==> src/rtl/mcdf_pkg.sv <==
// Shared types for the MCDF packet formatter: FSM states, channel ids,
// packet length codes and the length-code decoder.
package mcdf_pkg;

    localparam int FIFO_WIDE = 32;
    localparam int BUF_DEPTH = 32;
    localparam int BUF_AW    = 5;
    localparam int LEN_W     = 6;

    typedef enum logic [2:0] {
        ST_IDLE    = 3'd0,
        ST_COLLECT = 3'd1,
        ST_REQ     = 3'd2,
        ST_SEND    = 3'd3,
        ST_GAP     = 3'd4
    } fmt_state_e;

    typedef enum logic [1:0] {
        CH0     = 2'b00,
        CH1     = 2'b01,
        CH2     = 2'b10,
        CH_NONE = 2'b11
    } ch_id_e;

    typedef enum logic [2:0] {
        LEN_CODE_4  = 3'd0,
        LEN_CODE_8  = 3'd1,
        LEN_CODE_16 = 3'd2,
        LEN_CODE_32 = 3'd3
    } len_code_e;

    // Codes 3..7 all select the longest packet.
    function automatic logic [LEN_W-1:0] decode_len(input logic [2:0] code);
        case (code)
            LEN_CODE_4:  decode_len = 6'd4;
            LEN_CODE_8:  decode_len = 6'd8;
            LEN_CODE_16: decode_len = 6'd16;
            default:     decode_len = 6'd32;
        endcase
    endfunction

endpackage

==> src/rtl/fmt_buffer.sv <==
// Packet buffer for the formatter: synchronous FIFO with wrapping pointers
// and a combinational read port showing the word at the read pointer.
module fmt_buffer #(
    parameter int WIDTH = 32,
    parameter int DEPTH = 32,
    parameter int AW    = 5
) (
    input  logic             i_clk,
    input  logic             i_rst_n,
    input  logic             i_wr_en,
    input  logic [WIDTH-1:0] i_wr_data,
    input  logic             i_rd_en,
    output logic [WIDTH-1:0] o_rd_data
);

    logic [WIDTH-1:0] r_mem [DEPTH];
    logic [AW-1:0]    r_wr_ptr;
    logic [AW-1:0]    r_rd_ptr;

    always_ff @(posedge i_clk or negedge i_rst_n) begin
        if (!i_rst_n) begin
            r_wr_ptr <= '0;
            r_rd_ptr <= '0;
        end else begin
            if (i_wr_en)
                r_wr_ptr <= (r_wr_ptr == AW'(DEPTH - 1)) ? '0 : r_wr_ptr + 1'b1;
            if (i_rd_en)
                r_rd_ptr <= (r_rd_ptr == AW'(DEPTH - 1)) ? '0 : r_rd_ptr + 1'b1;
        end
    end

    // Storage needs no reset: pointers alone decide what is valid.
    always_ff @(posedge i_clk) begin
        if (i_wr_en)
            r_mem[r_wr_ptr] <= i_wr_data;
    end

    assign o_rd_data = r_mem[r_rd_ptr];

endmodule

==> src/rtl/mcdf_formatter.sv <==
// MCDF packet formatter: locks to one arbiter channel, buffers a packet and
// bursts it downstream with framing. Define FMT_PARITY_EN to append a parity word.
//
// state   | meaning
// IDLE    | waiting for the first word from any channel
// COLLECT | filling the buffer from the locked channel only
// REQ     | packet complete, requesting the downstream bus
// SEND    | bursting buffered words, one per cycle
// GAP     | one quiet cycle between packets
module mcdf_formatter
    import mcdf_pkg::*;
#(
    parameter int FIFO_WIDE_P = FIFO_WIDE,
    parameter int BUF_DEPTH_P = BUF_DEPTH,
    parameter int BUF_AW_P    = BUF_AW
) (
    input  logic                   clk,
    input  logic                   rst_n,
    input  logic [2:0]             fmt_pkt_len,
    input  logic                   fmt_in_valid,
    input  logic [1:0]             fmt_in_chid,
    input  logic [FIFO_WIDE_P-1:0] fmt_in_data,
    output logic                   fmt_ready,
    input  logic                   fmt_grant,
    output logic                   fmt_req,
    output logic                   fmt_valid,
    output logic                   fmt_start,
    output logic                   fmt_end,
    output logic [1:0]             fmt_chid,
    output logic [FIFO_WIDE_P-1:0] fmt_data
);

    fmt_state_e             r_state;
    fmt_state_e             w_state_nxt;
    logic [LEN_W-1:0]       r_len;
    logic [LEN_W-1:0]       r_cnt;
    logic [LEN_W-1:0]       w_len_m1;
    logic [LEN_W-1:0]       w_last;
    logic [1:0]             r_lock_id;
    logic                   w_wr_en;
    logic                   w_rd_en;
    logic [FIFO_WIDE_P-1:0] w_rd_data;
`ifdef FMT_PARITY_EN
    logic [FIFO_WIDE_P-1:0] r_parity;
`endif

    assign w_len_m1 = r_len - LEN_W'(1);
`ifdef FMT_PARITY_EN
    assign w_last = r_len;
`else
    assign w_last = w_len_m1;
`endif

    fmt_buffer #(
        .WIDTH (FIFO_WIDE_P),
        .DEPTH (BUF_DEPTH_P),
        .AW    (BUF_AW_P)
    ) u_buffer (
        .i_clk     (clk),
        .i_rst_n   (rst_n),
        .i_wr_en   (w_wr_en),
        .i_wr_data (fmt_in_data),
        .i_rd_en   (w_rd_en),
        .o_rd_data (w_rd_data)
    );

    always_ff @(posedge clk or negedge rst_n) begin
        if (!rst_n)
            r_state <= ST_IDLE;
        else
            r_state <= w_state_nxt;
    end

    always_comb begin
        w_state_nxt = r_state;
        w_wr_en     = 1'b0;
        w_rd_en     = 1'b0;
        fmt_ready   = 1'b0;
        fmt_req     = 1'b0;
        fmt_valid   = 1'b0;
        fmt_start   = 1'b0;
        fmt_end     = 1'b0;
        fmt_chid    = '0;
        fmt_data    = '0;
        case (r_state)
            ST_IDLE: begin
                fmt_ready = 1'b1;
                if (fmt_in_valid && fmt_in_chid != CH_NONE) begin
                    w_wr_en     = 1'b1;
                    w_state_nxt = ST_COLLECT;
                end
            end
            ST_COLLECT: begin
                fmt_ready = (fmt_in_chid == r_lock_id);
                if (fmt_ready && fmt_in_valid) begin
                    w_wr_en = 1'b1;
                    if (r_cnt == w_len_m1)
                        w_state_nxt = ST_REQ;
                end
            end
            ST_REQ: begin
                fmt_req = 1'b1;
                if (fmt_grant)
                    w_state_nxt = ST_SEND;
            end
            ST_SEND: begin
                fmt_valid = 1'b1;
                fmt_chid  = r_lock_id;
                fmt_start = (r_cnt == '0);
                fmt_end   = (r_cnt == w_last);
`ifdef FMT_PARITY_EN
                w_rd_en  = (r_cnt != r_len);
                fmt_data = (r_cnt == r_len) ? r_parity : w_rd_data;
`else
                w_rd_en  = 1'b1;
                fmt_data = w_rd_data;
`endif
                if (r_cnt == w_last)
                    w_state_nxt = ST_GAP;
            end
            ST_GAP:  w_state_nxt = ST_IDLE;
            default: w_state_nxt = ST_IDLE;
        endcase
        // The arbiter must see no accept strobe while the block is held in reset.
        if (!rst_n)
            fmt_ready = 1'b0;
    end

    always_ff @(posedge clk or negedge rst_n) begin
        if (!rst_n) begin
            r_len     <= '0;
            r_cnt     <= '0;
            r_lock_id <= '0;
`ifdef FMT_PARITY_EN
            r_parity  <= '0;
`endif
        end else begin
            case (r_state)
                ST_IDLE: begin
                    if (w_wr_en) begin
                        r_lock_id <= fmt_in_chid;
                        r_len     <= decode_len(fmt_pkt_len);
                        r_cnt     <= LEN_W'(1);
`ifdef FMT_PARITY_EN
                        r_parity  <= fmt_in_data;
`endif
                    end
                end
                ST_COLLECT: begin
                    if (w_wr_en) begin
                        r_cnt    <= (r_cnt == w_len_m1) ? '0 : r_cnt + 1'b1;
`ifdef FMT_PARITY_EN
                        r_parity <= r_parity ^ fmt_in_data;
`endif
                    end
                end
                ST_SEND: r_cnt <= (r_cnt == w_last) ? '0 : r_cnt + 1'b1;
                default: ;
            endcase
        end
    end

endmodule

==> config.mk <==
export PLATFORM = sky130hd
export DESIGN_NAME = mcdf_formatter
export DESIGN_NICKNAME = d
export VERILOG_FILES = /design/src/rtl/mcdf_pkg.sv /design/src/rtl/fmt_buffer.sv /design/src/rtl/mcdf_formatter.sv
export SDC_FILE = /design/constraint.sdc
export NUM_CORES = 1
export LEC_CHECK = 0
export CAP_MARGIN = 20
export CORE_MARGIN = 4
export CORE_UTILIZATION = 40
export CTS_BUF_LIST = sky130_fd_sc_hd__clkbuf_2
export DETAILED_ROUTE_END_ITERATION = 12
export SYNTH_ARGS = -nofsm -noshare
export SYNTH_HDL_FRONTEND = slang
export SYNTH_SLANG_ARGS = --single-unit
==> constraint.sdc <==
create_clock -name clk -period 3.2 [get_ports clk]
set_input_delay 0.48 -clock clk [delete_from_list [all_inputs] [get_ports clk]]
set_output_delay 0.48 -clock clk [all_outputs]
set_load 0.03 [all_outputs]
# Yosys cells after proc, flatten, opt, wreduce, memory -nomap -nowiden
# Memory sizes are Yosys's and may differ from the RTL's.
# Cells that the tools add are included.
word_totals:
  inputBits: 41
  mem_bits_rw: 1024
  mem_count: 1
  rom_bits: 0
  reg_bits: 27
  word_cells: 63
  latchBits: 0
memory_table:
  columns: ["memory", "depth", "width", "read_ports", "rd_clocked_by_memory_dff", "wr", "line_no", "text"]
  rows:
  - ["u_buffer.r_mem", 32, 32, 1, 0, 1, "fmt_buffer.sv:16", "logic [WIDTH-1:0] r_mem [DEPTH];"]
op_classes:
  magnitude_cmp: 0
  multipliers: 0
  muxes: 26
  div_mod_pow: 0
  n_reduce_logical: 9
  n_shift: 0
  add_sub_neg: 4
  eq_ne: 17
  bitwise_logic: 0
ops:
  columns: ["op", "n"]
  rows:
  - ["$pmux W6 S3", 2]
  - ["$mux W32", 1]
  - ["$mux W6", 3]
  - ["$mux W3", 5]
  - ["$ne A2 B2 Y1 const B", 6]
  - ["$pmux W3 S4", 1]
  - ["$add A5 B1 Y5 const B", 2]
  - ["$eq A5 B5 Y1 const B", 2]
  - ["$mux W5", 2]
  - ["$eq A3 B2 Y1 const B", 3]
  - ["$mux W1", 9]
  - ["$add A6 B1 Y6 const B", 1]
  - ["$eq A3 B1 Y1 const B", 2]
  - ["$eq A6 B6 Y1", 1]
  - ["$logic_not A3 Y1", 2]
  - ["$logic_not A6 Y1", 1]
  - ["$sub A6 B1 Y6 const B", 1]
  - ["$reduce_and A5 Y1", 1]
  - ["$ne A2 B1 Y1 const B", 2]
  - ["$pmux W1 S2", 2]
  - ["$reduce_and A3 Y1", 1]
  - ["$reduce_bool A3 Y1", 1]
  - ["$eq A2 B2 Y1", 1]
  - ["$logic_and A1 B1 Y1", 2]
  - ["other kinds (2)", 2]

# Longest topological paths before layout
# Gate-level depths: netlist of the first run.
logic_depth:
  depth_word: 6
  ltp_mapped: 8
  ltp_nobuf: 7

# By module
# A second synthesis of the first run with hierarchy kept.
unflattened:
  hier_cells: 1912
  hier_area_um2: 40602.7
modules_own_cells:
  columns: ["module", "area_each_um2", "n_inst", "cells_each", "seq_area_each_um2"]
  rows:
  - ["fmt_buffer", 39440.3, 1, 1771, 30999.7]
  - ["mcdf_formatter", 1162.4, 1, 141, 375.4]

# Worst setup path after synthesis of the first run
# OpenSTA, ideal clock, no wires.
synth_timing:
  path_type: "input to register"
  start: "input fmt_in_valid"
  end: "memory u_buffer.r_mem[28][0] (enable)"
  path_stages: 7
  arrival_time_ns: 3.067
  setup_ns: 0.421
  setup_slack_ns: -0.288
  cell_sequence: "a21bo_2 -> or4_1 -> buf_2 -> o21ai_0 -> buf_2 -> nand2_1 -> nor2_1"
synth_via:
  elab_chain_len: 5
  elab_cells_between_ends: 7
  classes_between: "5 x mux; 2 x reduce/logical"
synth_rtl:
  columns: ["element", "line_no", "text"]
  rows:
  - ["start, declared", "mcdf_formatter.sv:20", "input logic fmt_in_valid,"]
  - ["$logic_and A1 B1 Y1 (on tied branches)", "mcdf_formatter.sv:95, mcdf_formatter.sv:88", null]
  - ["$mux W1 (on tied branches)", "mcdf_formatter.sv:95, mcdf_formatter.sv:88", null]
  - ["$pmux W1 S2 (*)", "mcdf_formatter.sv:85", "case (r_state)"]
  - ["$mux W1 (*)", "fmt_buffer.sv:34", "if (i_wr_en)"]
  - ["$mux W1 (implied by the code) (*)", "fmt_buffer.sv:35", "r_mem[r_wr_ptr] <= i_wr_data;"]
  - ["end, declared", "fmt_buffer.sv:16", null]
# Every way passes the cells marked *; elsewhere a longest branch is shown, timed or not.

# Worst setup path in the final report of the first run
layout_timing:
  start: "register u_buffer.r_rd_ptr[0]"
  end: "output fmt_data[9]"
layout_via:
  elab_chain_len: 2
layout_rtl:
  columns: ["element", "line_no", "text"]
  rows:
  - ["start, declared", "fmt_buffer.sv:18", "logic [AW-1:0] r_rd_ptr;"]
  - ["start signal, assigned", "fmt_buffer.sv:28", "r_rd_ptr <= (r_rd_ptr == AW'(DEPTH - 1)) ? '0 : r_rd_ptr + 1'b1;"]
  - ["$mem_v2 Z32 W32", null, null]
  - ["$mux W32", "mcdf_formatter.sv:85", null]
  - ["end, declared", "mcdf_formatter.sv:30", "output logic [FIFO_WIDE_P-1:0] fmt_data"]
# Every way passes these cells.

==> metrics, run 1 <==
status=complete, but fails checks; failing checks=setup timing; Commonest cells post-synth=1024 x edfxtp_1, 256 x mux4_2, 130 x mux2i_1; per-cell routed wire length=~27 um; synth unique cells=43; Core ar.=about 100000 um^2; HP Class=primary input to register; starting density of the core=0.404; Final period util=1.31; Gate Count Post-Synth=about 1800; clock-pin slew on the worst setup and hold paths=120 ps; Yosys Warn Count=0; FILL cells=roughly 8100; Die Y=326 um; Placer Congestion=between 0.7 and 0.8; Post-Layout Cell Count=roughly 3900; Fmax=between 200 and 250 MHz; Setup crit end kind=output port; Worst VDD drop=approximately 0.00044 V; fin. max-slew vios=0; most frequent cell after synthesis=edfxtp_1; Worst slew margin=0.400; Startpoint Class=register; # setup viols final=33; Fin. Hold Viols=0; complex-gate fraction of the synthesized area=0.0150; die area=approximately 110000 um^2; via/cell ratio=~5.4; Internal=0.0267 W; Async SR Flop Fraction=0.0238; Net Count, Synth=roughly 1900; Switching Power=0.0125 W; Final HPWL DP=around 58 mm; Post-Synth Simple-Gate Area=0.0179; Num CTS Buffers=280; H-tree depth reported by CTS=5; largest family of logic cells by synthesized area=multiplexers; sequential fraction of design power=0.404; Worst EP required=around 2700 ps; clk_lat worst skew=1460 ps; Leak Pwr=16.7 nW; Routed Antenna Nets=0; switching fraction of total power=0.319; Setup WS post-layout=-979 ps; R2R Path Start=r_state[2]; Seq/Total Area, Yosys=0.775; reg-to-reg setup timing slack=300 ps; HP Start=fmt_in_data[30]; Synth area leaders=edfxtp_1 76%, mux4_2 14%, mux2i_1 3.2%; root buf cell=clkbuf_2; Max Fanout on Critical Path=12; combinational fraction of design power=0.373; clock power share=0.223; vias in the first global route=about 23000; worst hold path cell count=2; Area growth syn-to-layout=23.8%; clock skew=about 110 ps; num rows=116; Port Buffers=79; PD cells=~780 nW/um^2; top-area cell type share of the netlist area=0.760; kind of critical path=register to output port; largest net degree at the start of global routing=63; Period minus WS final=~4200 ps; Post-route DRC=0; TritonCTS clock tree=built; max cap viols=0; IO Pins=80; total gr overflow=0; share of layout cells above drive strength 1=0.437; clk buf depth=4; initial antenna violation count=3; die width=326 um; Seq cells post-synth=between 1000 and 1500; Adder-Cell Fraction of Synth Area=0.00309; Yosys top cell by area=edfxtp_1; vias post-DR=between 20000 and 25000; Cell Area, Synth=between 40000 and 50000 um^2; mux cell area share after synthesis=0.176; DRT Pass-1 Iters=5; Synth Flop Type=edfxtp_1; worst r2r dst=u_buffer.r_mem[10][21]; worst reg2reg path depth=12; RSZ-0062 raised after global routing=yes; Hold WS=between 200 and 300 ps; first-pass GRT wire length=about 150 mm; GRT Overall Usage=0.196; Worst Hold End=u_buffer.r_mem[28][30]; Detailed Route Iter0 Violations=between 1500 and 2000; Routed WL=~100 mm; Inst Count DP=3307; EDFF count, synth=just over 1000; Final nets=between 2000 and 2500; xor/xnor share of the synthesized area=0.00173; CP Data Arrival Time=3700 ps; Mapped Avg Cell Area=22.5 um^2; TritonCTS Sinks=1049; Worst-Margin Slew=between 800 and 900 ps
## kinds of logic (layout without fill, tap and decap cells)
| kind of cell | Yosys count | after routing |
|---|---|---|
| adder cells (fa/ha/maj) | 10 | 10 |
| AND/OR/NAND/NOR | 140 | 140 |
| AO/OA/AOI/OAI | 97 | 97 |
| XOR/XNOR | 8 | 8 |
| other | 0 | 2 |
| flip-flops | 1049 | 1049 |
| multiplexers | 392 | 392 |
| buffers and inverters | 103 | 838 |
## what timing repair did
| item | in CTS | in global routing |
|---|---|---|
| gates cloned | 25 | 2 |
| hold buffers | 43 | 2 |
| hold endpoints to repair | 999 | 64 |
| endpoints found under the setup margin | 39 | 44 |
| pin swaps | 56 | 26 |
| setup buffers | 54 | 5 |
| resized for setup | 241 | 33 |
## cell type report
class / instances / area, um^2 / area share
clock buffer: 391 / 1960 / 0.0390
clock inverter: 64 / 362 / 0.00721
sequential: 1049 / 31400 / 0.626
tap: 1357 / 1700 / 0.0339
multi-input combinational: 647 / 9470 / 0.189
timing repair buffer: 374 / 5200 / 0.104
inverter: 9 / 38.8 / 0.000774
antenna: 2 / 5.00 / 0.0000999
## power by group through the flow
stage | Sequential, W | Combinational [W] | Clock (W)
after CTS | 0.0158 | 0.0146 | 0.00907
after floorplan | 0.0159 | 0.00719 | 0
after detailed placement | 0.0162 | 0.0109 | 0
final | 0.0158 | 0.0146 | 0.00875
after global placement | 0.0162 | 0.0108 | 0
after global routing | 0.0159 | 0.0154 | 0.00989
## stage by stage
stage,setup slack [ps],instance area [um^2],utilization,power [W],TNS [ps]
floorplan,-288,40500,-,0.0231,-291080
global placement,-92.2,45100,0.450,0.0270,-26820
detailed placement,-115,45100,0.450,0.0271,-47090
CTS,-1230,49900,0.498,0.0395,-38330
global route,-1240,50100,0.500,0.0412,-38510
finish,-979,50100,0.500,0.0392,-29440
## cell usage in the layout (no fill, tap or decap), drive strengths merged, types with 2 or more instances in the layout
master / count
edfxtp: 1024
clkbuf: 394
buf: 286
mux4: 256
mux2i: 130
o22ai: 65
clkinv: 57
dlygate4sd3: 45
nor2: 42
clkdlybuf4s50: 40
or2: 33
dfrtp: 25
nand2: 22
o21ai: 16
inv: 11
ha: 10
nand3: 8
and3: 7
mux2: 6
xnor2: 6
nand2b: 5
nand3b: 4
bufinv: 4
a21oi: 4
nand4: 3
or3: 3
a311oi: 3
o2bb2ai: 3
nor2b: 3
nor4: 3
diode: 2
or3b: 2
nor3: 2
xor2: 2
## metal layers
layer	up-vias	GRT usage	share of wire	wire (um)
li1	8883	-	-	-
met1	11168	0.259	0.42	43300
met2	776	0.318	0.50	51500
met3	112	0.0503	0.064	6660
met4	0	0.0629	0.020	2060
met5	-	0	0	0
## state kept, by name, indices dropped and copies added (netlist names)
register           cells
r_len                  4
r_state                3
r_lock_id              2
u_buffer.r_wr_ptr      5
u_buffer.r_mem      1024
u_buffer.r_rd_ptr      5
r_cnt                  6
## worst max path at each step
stage | start | to | slack (ps) | cells after the start
finish | u_buffer.r_rd_ptr[0] | fmt_data[9] | -980 | 8
global route | u_buffer.r_rd_ptr[0] | fmt_data[10] | -1240 | 8
CTS | u_buffer.r_rd_ptr[0] | fmt_data[10] | -1230 | 9
detailed placement | fmt_in_chid[0] | u_buffer.r_mem[10][19] | -110 | 9
global placement | fmt_in_chid[1] | u_buffer.r_mem[10][3] | -90 | 9
floorplan | fmt_in_valid | u_buffer.r_mem[28][0] | -290 | 7
## worst max-delay path, stage by stage (launching register included)
cell	delay, ps
dfrtp_4	500
buf_12	140
buf_16	160
buf_16	170
mux4_2	520
mux2i_2	200
o22ai_1	150
or2_4	280
buf_4	170
No activity file was read; power rests on OpenSTA's default activity.
==> run 2: changes to the inputs <==
Settings changed: SETUP_SLACK_MARGIN from default to 0.15.
==> metrics, run 2 (synthesis results as in run 1) <==
status=complete, but fails checks; failing checks=setup timing; Fmax=about 240 MHz; kind of critical path=register to output port; die area=106000 um^2; max cap viols=0; initial antenna violation count=3; Period minus WS final=about 4200 ps; reg-to-reg setup timing slack=260 ps; Sum Neg Setup Slack=-29770 ps; Detailed Route Iter0 Violations=between 1500 and 2000; root buf cell=clkbuf_2; Final period util=1.31; commonest non-fill, non-tap cell in the layout=edfxtp_1; total gr overflow=0; share of layout cells above drive strength 1=0.439; Largest regs=u_buffer.r_mem: 1024 flops, r_cnt: 6 flops; Internal=between 0.02 and 0.03 W; met3 Use GR=0.0503; Num CTS Buffers=280; Max Fanout on Critical Path=6; Placer Congestion=0.762; die width=~330 um; via/cell ratio=~5.4; dpl ws=-115 ps; clock skew=approximately 120 ps; GR Util met2=0.319; Fin. Hold Viols=0; Setup crit end kind=output port; switching fraction of total power=0.319; RSZ-0062 raised after global routing=yes; Area growth syn-to-layout=24.1%; per-cell routed wire length=about 27 um; WP buf/inv=4; TritonCTS clock tree=built; PD cells=between 700 and 800 nW/um^2; Post-route DRC=0; largest net degree at the start of global routing=63; num rows=roughly 120; Port Buffers=79; Crit-path slowest cell=mux4_2; clk buf depth=4; Die Y=around 330 um; HP Class=primary input to register; IO Pins=80; overall power=0.0394 W; Worst-Margin Slew=910 ps; sequential fraction of design power=0.402; Util after Layout=0.501; GRT Overall Usage=0.196; Worst EP required=roughly 2700 ps; CP peak stage delay=~540 ps; grt peak-use layer=met2; M1 GR Usage=0.259; fin. max-slew vios=0; vias in the first global route=~23000; Hold WS=between 200 and 250 ps; first-pass GRT wire length=151 mm; Leak Pwr=16.8 nW; clock power share=0.222; Core ar.=approximately 100000 um^2; Final HPWL DP=~58 mm; vias post-DR=about 21000; clk_lat worst skew=between 1000 and 1500 ps; Final nets=roughly 2400; Routed WL=approximately 100 mm; Worst VDD drop=0.000429 V; Switching Power=between 0.01 and 0.015 W; most frequent cells in the layout=1024 x edfxtp_1, 391 x clkbuf_2, 256 x mux4_2; DRT Pass-1 Iters=5; Largest register FFs=a little over 1000; kind of cell adding the most delay to the critical path=multiplexers; Startpoint Class=register; worst-path cell chain=buf_8 > buf_16 > buf_4 > mux4_2 > mux2i_2 > o22ai_2 > or2_4 > buf_6; Setup WS post-layout=-1000 ps; Routed Antenna Nets=0; Worst slew margin=0.394; clock-pin slew on the worst setup and hold paths=110 ps; starting density of the core=0.404; CP Data Arrival Time=~3700 ps; Reg with most FFs=u_buffer.r_mem; # setup viols final=34; TritonCTS Sinks=1049; combinational fraction of design power=0.376; H-tree depth reported by CTS=5
## run 2: cell types whose count changed in the layout (fill, tap and decap cells not counted), sizes merged
cell	previous run	this run
buf	286	292
## run 2: stage by stage
stage | instance area (um^2) | instances
2_1_floorplan | 40500 | 1799
3_5_place_dp | 45100 | 3307
3_3_place_gp | 45100 | 3307
6_report | 50300 | 3899
5_1_grt | 50300 | 3899
4_1_cts | 50000 | 3884
## run 2: cell type report
cell class                      count  area [um^2]
Multi-Input combinational cell    647         9480
Fill cell                        8103        50000
Clock buffer                      391         1960
Antenna cell                        2         5.00
Timing Repair Buffer              380         5320
Tap cell                         1357         1700
Inverter                            9         38.8
Clock inverter                     64          362
Sequential cell                  1049        31400
## run 2: worst paths after layout
check	startpoint	endpoint	cells after the start
setup / recovery	u_buffer.r_rd_ptr[0]	fmt_data[15]	8
hold / removal	fmt_in_data[30]	u_buffer.r_mem[28][30]	2
setup reg to reg	r_state[2]	u_buffer.r_mem[10][21]	12
hold reg to reg	r_len[5]	r_len[5]	2
max in group asynchronous	rst_n	u_buffer.r_rd_ptr[2]	4
min in group asynchronous	rst_n	r_lock_id[1]	4
## run 2: power groups by stage
stage,Sequential (W),Combinational (W),Clock [W]
after CTS,0.0158,0.0146,0.00907
after global placement,0.0162,0.0108,0
after global routing,0.0159,0.0156,0.00989
after floorplan,0.0159,0.00719,0
final,0.0158,0.0148,0.00875
after detailed placement,0.0162,0.0109,0
## run 2: what timing repair did
item / CTS / global route
hold buffers: 43 / 2
setup endpoints to repair: 39 / 38
gates cloned: 25 / 2
gates resized for setup: 246 / 35
setup buffers: 54 / 7
endpoints found under the hold margin: 999 / 64
pin swaps: 56 / 28
## run 2: routing by layer
| metal | vias to the layer above | share of wire | wire [um] |
|---|---|---|---|
| met5 | - | 0 | 0 |
| met4 | 0 | 0.020 | 2060 |
| met3 | 113 | 0.064 | 6650 |
| met2 | 825 | 0.50 | 51800 |
| met1 | 11167 | 0.42 | 43100 |
| li1 | 8896 | - | - |
